===== config.mk =====
export PLATFORM = sky130hd
export DESIGN_NAME = pdpu_dot_sequencer_flat
export DESIGN_NICKNAME = d
export VERILOG_FILES = /design/src/rtl/pdpu_dot_sequencer_if.sv /design/src/rtl/pdpu_dot_sequencer.sv /design/src/flat_wrapper.sv
export SDC_FILE = /design/constraint.sdc
export NUM_CORES = 1
export LEC_CHECK = 0
export ABC_AREA = 0
export CORE_MARGIN = 5
export CORE_UTILIZATION = 46
export DETAILED_ROUTE_END_ITERATION = 8
export PLACE_DENSITY = 0.85
export SLEW_MARGIN = 10
export SYNTH_ARGS = -nofsm -noshare
export SYNTH_HDL_FRONTEND = slang
export SYNTH_SLANG_ARGS = --single-unit

===== constraint.sdc =====
create_clock -name clk_i -period 4.55 [get_ports clk_i]
set_input_delay 0.91 -clock clk_i [delete_from_list [all_inputs] [get_ports clk_i]]
set_output_delay 0.91 -clock clk_i [all_outputs]
set_load 0.03 [all_outputs]

===== src/rtl/pdpu_dot_sequencer_if.sv =====
// Port bundle between the dot-product sequencer and its surroundings.
// Covers the command, the chunk stream, the PDPU link and the result stream.
interface pdpu_dot_sequencer_if #(
  parameter int unsigned N         = 4,
  parameter int unsigned n_i       = 8,
  parameter int unsigned n_o       = 16,
  parameter int unsigned LEN_WIDTH = 16
);
  logic                 start_i;
  logic [LEN_WIDTH-1:0] len_i;
  logic [n_o-1:0]       acc_init_i;

  logic                 in_valid_i;
  logic                 in_ready_o;
  logic [N*n_i-1:0]     in_a_i;
  logic [N*n_i-1:0]     in_b_i;

  logic [N*n_i-1:0]     pdpu_operands_a_o;
  logic [N*n_i-1:0]     pdpu_operands_b_o;
  logic [n_o-1:0]       pdpu_acc_o;
  logic [n_o-1:0]       pdpu_result_i;

  logic                 out_valid_o;
  logic                 out_ready_i;
  logic [n_o-1:0]       out_result_o;

  logic                 busy_o;
  logic [LEN_WIDTH-1:0] chunks_done_o;

  // Sequencer side.
  modport slave (
    input  start_i, len_i, acc_init_i,
    input  in_valid_i, in_a_i, in_b_i,
    output in_ready_o,
    output pdpu_operands_a_o, pdpu_operands_b_o, pdpu_acc_o,
    input  pdpu_result_i,
    output out_valid_o, out_result_o,
    input  out_ready_i,
    output busy_o, chunks_done_o
  );

  // Environment side: command source, chunk producer, PDPU and result consumer.
  modport master (
    output start_i, len_i, acc_init_i,
    output in_valid_i, in_a_i, in_b_i,
    input  in_ready_o,
    input  pdpu_operands_a_o, pdpu_operands_b_o, pdpu_acc_o,
    output pdpu_result_i,
    input  out_valid_o, out_result_o,
    output out_ready_i,
    input  busy_o, chunks_done_o
  );
endinterface


===== src/rtl/pdpu_dot_sequencer.sv =====
// Feeds operand chunks one at a time into a pipelined posit dot-product unit,
// loops each result back as the next accumulator and returns the final sum.
module pdpu_dot_sequencer #(
  parameter int unsigned N         = 4,
  parameter int unsigned n_i       = 8,
  parameter int unsigned n_o       = 16,
  parameter int unsigned LATENCY   = 5,
  parameter int unsigned LEN_WIDTH = 16
) (
  input logic                  clk_i,
  input logic                  rst_ni,
  pdpu_dot_sequencer_if.slave  bus
);

  localparam int unsigned CW = (LATENCY < 1) ? 1 : $clog2(LATENCY + 1);
  localparam logic [CW-1:0] LAT = CW'(LATENCY);

  typedef enum logic [1:0] {
    IDLE  = 2'd0,
    ISSUE = 2'd1,
    WAIT  = 2'd2,
    DONE  = 2'd3
  } state_e;

  state_e               r_state;
  logic [n_o-1:0]       r_acc;
  logic [LEN_WIDTH-1:0] r_remaining;
  logic [CW-1:0]        r_wait_cnt;
  logic [LEN_WIDTH-1:0] r_chunks_done;
  logic                 r_in_ready;
  logic                 r_out_valid;
  logic [n_o-1:0]       r_out_result;
  logic [N*n_i-1:0]     r_ops_a;
  logic [N*n_i-1:0]     r_ops_b;
  logic [n_o-1:0]       r_pdpu_acc;
  logic                 r_busy;

  // NOTE: every output comes straight from a flop, so each one is assigned
  // with <= in this single clocked block and nothing downstream sees glitches.
  always_ff @(posedge clk_i) begin
    if (!rst_ni) begin
      r_state       <= IDLE;
      r_acc         <= '0;
      r_remaining   <= '0;
      r_wait_cnt    <= '0;
      r_chunks_done <= '0;
      r_in_ready    <= 1'b0;
      r_out_valid   <= 1'b0;
      r_out_result  <= '0;
      r_ops_a       <= '0;
      r_ops_b       <= '0;
      r_pdpu_acc    <= '0;
      r_busy        <= 1'b0;
    end else begin
      // The PDPU sees posit zero except in the single cycle after a handshake.
      r_ops_a    <= '0;
      r_ops_b    <= '0;
      r_pdpu_acc <= '0;

      unique case (r_state)
        IDLE: begin
          if (bus.start_i) begin
            r_acc         <= bus.acc_init_i;
            r_chunks_done <= '0;
            r_busy        <= 1'b1;
            if (bus.len_i != '0) begin
              r_remaining <= bus.len_i;
              r_in_ready  <= 1'b1;
              r_state     <= ISSUE;
            end else begin
              r_remaining  <= '0;
              r_out_valid  <= 1'b1;
              r_out_result <= bus.acc_init_i;
              r_state      <= DONE;
            end
          end
        end

        ISSUE: begin
          if (bus.in_valid_i) begin
            r_ops_a    <= bus.in_a_i;
            r_ops_b    <= bus.in_b_i;
            r_pdpu_acc <= r_acc;
            r_wait_cnt <= LAT;
            r_in_ready <= 1'b0;
            r_state    <= WAIT;
          end
        end

        WAIT: begin
          // Count reaches zero exactly LATENCY cycles after the operands were shown.
          if (r_wait_cnt == '0) begin
            r_acc         <= bus.pdpu_result_i;
            r_remaining   <= r_remaining - LEN_WIDTH'(1);
            r_chunks_done <= r_chunks_done + LEN_WIDTH'(1);
            if (r_remaining == LEN_WIDTH'(1)) begin
              r_out_valid  <= 1'b1;
              r_out_result <= bus.pdpu_result_i;
              r_state      <= DONE;
            end else begin
              r_in_ready <= 1'b1;
              r_state    <= ISSUE;
            end
          end else begin
            r_wait_cnt <= r_wait_cnt - CW'(1);
          end
        end

        DONE: begin
          if (bus.out_ready_i) begin
            r_out_valid <= 1'b0;
            r_busy      <= 1'b0;
            r_state     <= IDLE;
          end
        end

        default: r_state <= IDLE;
      endcase
    end
  end

  assign bus.in_ready_o        = r_in_ready;
  assign bus.pdpu_operands_a_o = r_ops_a;
  assign bus.pdpu_operands_b_o = r_ops_b;
  assign bus.pdpu_acc_o        = r_pdpu_acc;
  assign bus.out_valid_o       = r_out_valid;
  assign bus.out_result_o      = r_out_result;
  assign bus.busy_o            = r_busy;
  assign bus.chunks_done_o     = r_chunks_done;

endmodule

===== src/flat_wrapper.sv =====
// flat-port wrapper written by rule: the top's interface ports become plain ports
module pdpu_dot_sequencer_flat 
#(
  parameter int unsigned N         = 4,
  parameter int unsigned n_i       = 8,
  parameter int unsigned n_o       = 16,
  parameter int unsigned LATENCY   = 5,
  parameter int unsigned LEN_WIDTH = 16
)
  (clk_i, rst_ni, bus_start_i, bus_len_i, bus_acc_init_i, bus_in_valid_i, bus_in_a_i, bus_in_b_i, bus_in_ready_o, bus_pdpu_operands_a_o, bus_pdpu_operands_b_o, bus_pdpu_acc_o, bus_pdpu_result_i, bus_out_valid_o, bus_out_result_o, bus_out_ready_i, bus_busy_o, bus_chunks_done_o);
  pdpu_dot_sequencer_if #(.N(N), .n_i(n_i), .n_o(n_o), .LEN_WIDTH(LEN_WIDTH)) bus_i ();
  input logic clk_i;
  input logic rst_ni;
  input wire logic [$bits(bus_i.start_i)-1:0] bus_start_i;
  input wire logic [$bits(bus_i.len_i)-1:0] bus_len_i;
  input wire logic [$bits(bus_i.acc_init_i)-1:0] bus_acc_init_i;
  input wire logic [$bits(bus_i.in_valid_i)-1:0] bus_in_valid_i;
  input wire logic [$bits(bus_i.in_a_i)-1:0] bus_in_a_i;
  input wire logic [$bits(bus_i.in_b_i)-1:0] bus_in_b_i;
  output wire logic [$bits(bus_i.in_ready_o)-1:0] bus_in_ready_o;
  output wire logic [$bits(bus_i.pdpu_operands_a_o)-1:0] bus_pdpu_operands_a_o;
  output wire logic [$bits(bus_i.pdpu_operands_b_o)-1:0] bus_pdpu_operands_b_o;
  output wire logic [$bits(bus_i.pdpu_acc_o)-1:0] bus_pdpu_acc_o;
  input wire logic [$bits(bus_i.pdpu_result_i)-1:0] bus_pdpu_result_i;
  output wire logic [$bits(bus_i.out_valid_o)-1:0] bus_out_valid_o;
  output wire logic [$bits(bus_i.out_result_o)-1:0] bus_out_result_o;
  input wire logic [$bits(bus_i.out_ready_i)-1:0] bus_out_ready_i;
  output wire logic [$bits(bus_i.busy_o)-1:0] bus_busy_o;
  output wire logic [$bits(bus_i.chunks_done_o)-1:0] bus_chunks_done_o;
  assign bus_i.start_i = bus_start_i;
  assign bus_i.len_i = bus_len_i;
  assign bus_i.acc_init_i = bus_acc_init_i;
  assign bus_i.in_valid_i = bus_in_valid_i;
  assign bus_i.in_a_i = bus_in_a_i;
  assign bus_i.in_b_i = bus_in_b_i;
  assign bus_in_ready_o = bus_i.in_ready_o;
  assign bus_pdpu_operands_a_o = bus_i.pdpu_operands_a_o;
  assign bus_pdpu_operands_b_o = bus_i.pdpu_operands_b_o;
  assign bus_pdpu_acc_o = bus_i.pdpu_acc_o;
  assign bus_i.pdpu_result_i = bus_pdpu_result_i;
  assign bus_out_valid_o = bus_i.out_valid_o;
  assign bus_out_result_o = bus_i.out_result_o;
  assign bus_i.out_ready_i = bus_out_ready_i;
  assign bus_busy_o = bus_i.busy_o;
  assign bus_chunks_done_o = bus_i.chunks_done_o;
  pdpu_dot_sequencer #(.N(N), .n_i(n_i), .n_o(n_o), .LATENCY(LATENCY), .LEN_WIDTH(LEN_WIDTH)) u_core (.clk_i(clk_i), .rst_ni(rst_ni), .bus(bus_i));
endmodule

# Word-level counts from Yosys, hierarchy flattened

Index checks and enable logic that the tools add are counted.

Bits in registers: 152
Input port bits: 117
Output and inout bits: 115
Word-level logic and storage cells: 83

Add/sub/neg operators: 3
Equal/unequal tests: 13
Mux-type cells: 39
Reductions and logical operators: 16

Operators with widths:

| cell                  | number |
|---|---|
| $mux 16               | 11 |
| $pmux 16 s2           | 4 |
| $add 16x1->16 const B | 1 |
| $eq 16x1->1 const B   | 1 |
| $reduce_bool 16->1    | 1 |
| $sub 16x1->16 const B | 1 |
| $mux 2                | 6 |
| $ne 2x2->1 const B    | 6 |
| $reduce_and 3->1      | 4 |
| $reduce_and 6->1      | 2 |
| $mux 1                | 11 |
| $pmux 2 s4            | 1 |
| $mux 3                | 2 |
| $ne 2x1->1 const B    | 3 |
| $pmux 1 s3            | 2 |
| $pmux 3 s2            | 1 |
| $reduce_bool 2->1     | 3 |
| $reduce_bool 3->1     | 2 |
| $reduce_and 5->1      | 1 |
| $eq 2x2->1 const B    | 2 |
| $reduce_and 4->1      | 1 |
| $logic_not 3->1       | 1 |
| $sub 3x1->3 const B   | 1 |
| $eq 2x1->1 const B    | 1 |
| other kinds (2)       | 2 |

# Longest topological paths before layout

Depth in word-level cells: 4
Depth in mapped cells: 9
Depth with buffers taken out: 7

# Least setup slack after synthesis

OpenSTA, ideal clock, no wires.

Path kind: input -> register
Start point: in bus_start_i
End point: reg u_core.r_out_result[13], in the netlist u_core.bus.out_result_o[13]
Library setup time: 0.081 ns
Arrival: 2.055 ns
Data required time: 4.469 ns
Path slack: 2.415 ns
Cell stages on the path: 6
Buffers on the path: 1
Path through: nand2b_1 -> or3_1 -> o22ai_4 -> buf_6 -> nor2_1 -> a211oi_2

Cells in the longest elaborated chain, start to end: 2

Ends and longest elaborated chain:

| item                              | RTL line                 | source |
|---|---|---|
| from (decl)                       | flat_wrapper.sv:14       | `input wire logic [$bits(bus_i.start_i)-1:0] bus_start_i;` |
| $ne 2x2->1 (no source line)       | n/a                      |  |
| $reduce_and 5->1 (no source line) | n/a                      |  |
| to (signal assigned)              | pdpu_dot_sequencer.sv:73 | `r_out_result <= bus.acc_init_i;` |
| to (signal assigned)              | pdpu_dot_sequencer.sv:98 | `r_out_result <= bus.pdpu_result_i;` |
| to (decl)                         | pdpu_dot_sequencer.sv:32 | `logic [n_o-1:0] r_out_result;` |

No other way between the ends.
A chain may end at the register's enable or synchronous reset.

# Worst setup path in the final report

Start point: in bus_start_i
End point: reg u_core.r_out_result[8], in the netlist u_core.bus.out_result_o[8]

The elaborated chain is that of the path after synthesis.

==> run_results.csv <==
group,metric,value,unit
critical_path,worstPathRequired,4880,ps
sta,final_hold_viol_count,0,
layout,drive_above_1_share,7.55,%
global_route,grt_overflow,0,
critical_path,rr_worst_depth,5,
layout,fin_util,72.1,%
clock_tree,clock_latency,420,ps
die,initial_core_util,47.0,%
power,power.leakage,0.00340,uW
place,portBuffers,231,
yosys,syn_inst,571,
critical_path,r2r_end,"u_core.r_acc[10]",
die,die_h,121,um
sta,tns,0,ps
routing,finalWirelength,17.0,mm
layout,n_fill_cell,858,
yosys,synth_flop_cell,"dfxtp_1",
layout,final_common_cell,"clkdlybuf4s50_1",
layout,finish.net_count,904,
status,outcome,"complete, no violations",
critical_path,worstPathArrival,3270,ps
sta,worst_pin_slew,982,ps
sta,setup-violations-final,0,
die,die_w,121,um
die,die_area,0.0146,mm2
yosys,synth_fp_nets,693,
power,power,3660,uW
clock_tree,cts_tree,"done",
critical_path,reg2reg_setup_slack,1620,ps
routing,drc,0,
routing,wire_per_inst,18.0,um
global_route,grt_pass1_vias,5141,
die,io_pins,232,
yosys,synth_edf_count,0,
critical_path,cp_slowest_stage_delay,790,ps
place,routabilityCongestion,0.866,
critical_path,critPathBufInv,1,
sta,fmax,340,MHz
routing,drt_iter0_drc,375,
global_route,grt_max_degree,68,
worst_hold_path,hold_end,"u_core.bus.in_ready_o",
sta,rsz0062_at_grt,"false",
yosys,synth-seq-cells,152,
critical_path,path_max_fanout,32,
clock_tree,postCtsSetupBuffers,0,
layout,area_growth,53.4,%
clock_tree,cts-buffers-inserted,17,
worst_hold_path,min_path_cells,2,
critical_path,cp_top_family,"compound AO/OA/AOI/OAI gates",
yosys,synth_cell_types,54,
yosys,syn-cell-area,0.00565,mm2
run,maxCapViolCount,0,
clock_tree,cts_root_buffer,"clkbuf_16",
critical_path,path_cells,"clkdlybuf4s50_1 > nand2b_1 > or3_1 > o22ai_4 > nor2_1 > a211oi_2",
sta,relSlewSlack,34.5,%
yosys,avgSynthCellArea,9.89,um2
critical_path,worst_setup_path_start_kind,"input port",
layout,diodes,0,
clock_tree,cts.sinks,152,
critical_path,startpoint,"bus_start_i",
yosys,synthArstFlopShare,0,%
global_route,grtUsageTotal,23.0,%
critical_path,r2r_start,"u_core.r_state[1]",
routing,via_count,5096,
die,fp-row-count,40,
routing,vias_per_cell,5.41,
critical_path,critical_path.slowest_cell,"o22ai_4",
yosys,synth-seq-area-share,53.9,%
layout,mostFrequentLayoutCells,"clkdlybuf4s50_1 (230), dfxtp_1 (152), and3_1 (80)",
power,p_per_area,423,mW/mm2
clock_tree,path_clk_slew,60,ps
sta,slew_violations,0,
clock_tree,cts_hold_buf,0,
global_route,antenna_found_initial,0,
routing,ant_nets,0,
clock_tree,cts_resized,0,
place,hpwl,12.0,mm
clock_tree,clk_path_buf_depth,2,
die,core-area,0.0120,mm2
worst_hold_path,hold_path_class,"reg -> reg",
sta,period_share,64.6,%
sta,skew,5.23,ps
layout,design_area,0.00866,mm2
sta,min_period,2940,ps
critical_path,crit_type,"in -> reg",
clock_tree,htree_levels,4,
critical_path,endpoint_kind,"flip-flop",
place,place_area,0.00801,mm2
worst_hold_path,holdCritStartpoint,"u_core.bus.in_ready_o",
routing,dr.pass1.iters,4,
power,irDropWorstVdd,231,uV
global_route,grt_pass1_wl,26.4,mm
yosys,yosys_warnings,0,
[cell families after synthesis]
group                    share of synthesized area (%)
AND/OR/NAND/NOR                                   21.8
multiplexers                                      3.19
XOR/XNOR                                          2.64
AO/OA/AOI/OAI                                     13.5
flip-flops                                        53.9
adder cells (fa/ha/maj)                           1.11
buffers and inverters                             3.81
[flip-flops by register name, summed over array words and instances, names as in the netlist]
register,count
u_core.bus.busy_o,1
u_core.bus.chunks_done_o,16
u_core.bus.in_ready_o,1
u_core.bus.out_result_o,16
u_core.bus.out_valid_o,1
u_core.bus.pdpu_acc_o,16
u_core.bus.pdpu_operands_a_o,32
u_core.bus.pdpu_operands_b_o,32
u_core.r_acc,16
u_core.r_remaining,16
u_core.r_state,2
u_core.r_wait_cnt,3
[worst register-to-register path, stage by stage (launching register included)]
cell and delay, ps:
dfxtp_1 940, nand3b_1 400, a21oi_4 830, buf_4 370, nor2_1 60, a211oi_1 230
[where the power goes]
group,switching [uW],internal [uW],leakage [uW],total [uW]
combinational,351,283,0.00187,634
clock,556,978,0.000303,1530
sequential,77.5,1420,0.00124,1490
total,984,2680,0.00340,3660
[per-layer routing]
metal,share of wire [%],vias to the layer above,track usage (%)
li1,-,2467,-
met1,39,2375,25.6
met2,52,216,41.5
met3,6.3,38,5.19
met4,2.7,0,10.6
met5,0,-,0
[how the worst max path moves through the flow]
| stage | cells past startpoint | to | slack (ps) |
|---|---|---|---|
| detailed placement | 6 | u_core.bus.out_result_o[8] | 1200 |
| global placement | 6 | u_core.bus.out_result_o[3] | 1340 |
| floorplan | 6 | u_core.bus.out_result_o[13] | 2410 |
| global route | 5 | u_core.r_acc[10] | 1380 |
| finish | 6 | u_core.bus.out_result_o[8] | 1610 |
| CTS | 6 | u_core.bus.out_result_o[8] | 1620 |
[layout make-up]
type | count | area, um2 | share of cell area [%]
flip-flops and latches | 152 | 3040 | 35.1
multi-input cells | 368 | 2410 | 27.8
repair buffers | 236 | 2340 | 27.1
clock buffers | 18 | 429 | 4.96
clock inverters | 14 | 224 | 2.59
well taps | 147 | 184 | 2.12
inverters | 7 | 26.3 | 0.303
[metrics by stage]
stage          std cells  hold slack [ps]  setup WS (ps)
2_1_floorplan        571              435           2410
3_3_place_gp         910              456           1340
3_5_place_dp         910              465           1200
4_1_cts              942              477           1620
5_1_grt              942              485           1380
6_report             942              477           1610
[cell usage after synthesis (2+ instances only)]
library cell	n	area, um2
nand2b_1	2	12.5
o22ai_1	3	18.8
nor2b_1	4	25.0
nor4_1	7	43.8
nor3_1	13	65.1
a311oi_1	3	26.3
mux2i_1	18	180
a21oi_1	16	80.1
xor2_1	10	87.6
a22oi_1	2	15.0
ha_1	5	62.6
dfxtp_1	152	3040
o211ai_1	4	30.0
a211oi_1	24	180
nor2_1	71	267
nand3_1	10	50.1
or3_1	4	25.0
buf_2	4	20.0
o21ai_0	11	55.1
o31ai_1	2	15.0
clkbuf_1	35	131
buf_1	2	7.51
a2111oi_2	2	30.0
and3_1	80	500
xnor2_1	7	61.3
nand3b_1	2	15.0
nor3b_1	3	22.5
nand4_1	6	37.5
and4_1	2	17.5
inv_1	7	26.3
o311ai_0	2	17.5
a211oi_2	14	175
buf_6	2	22.5
nand2_1	22	82.6
No activity file was read; power rests on OpenSTA's default activity.
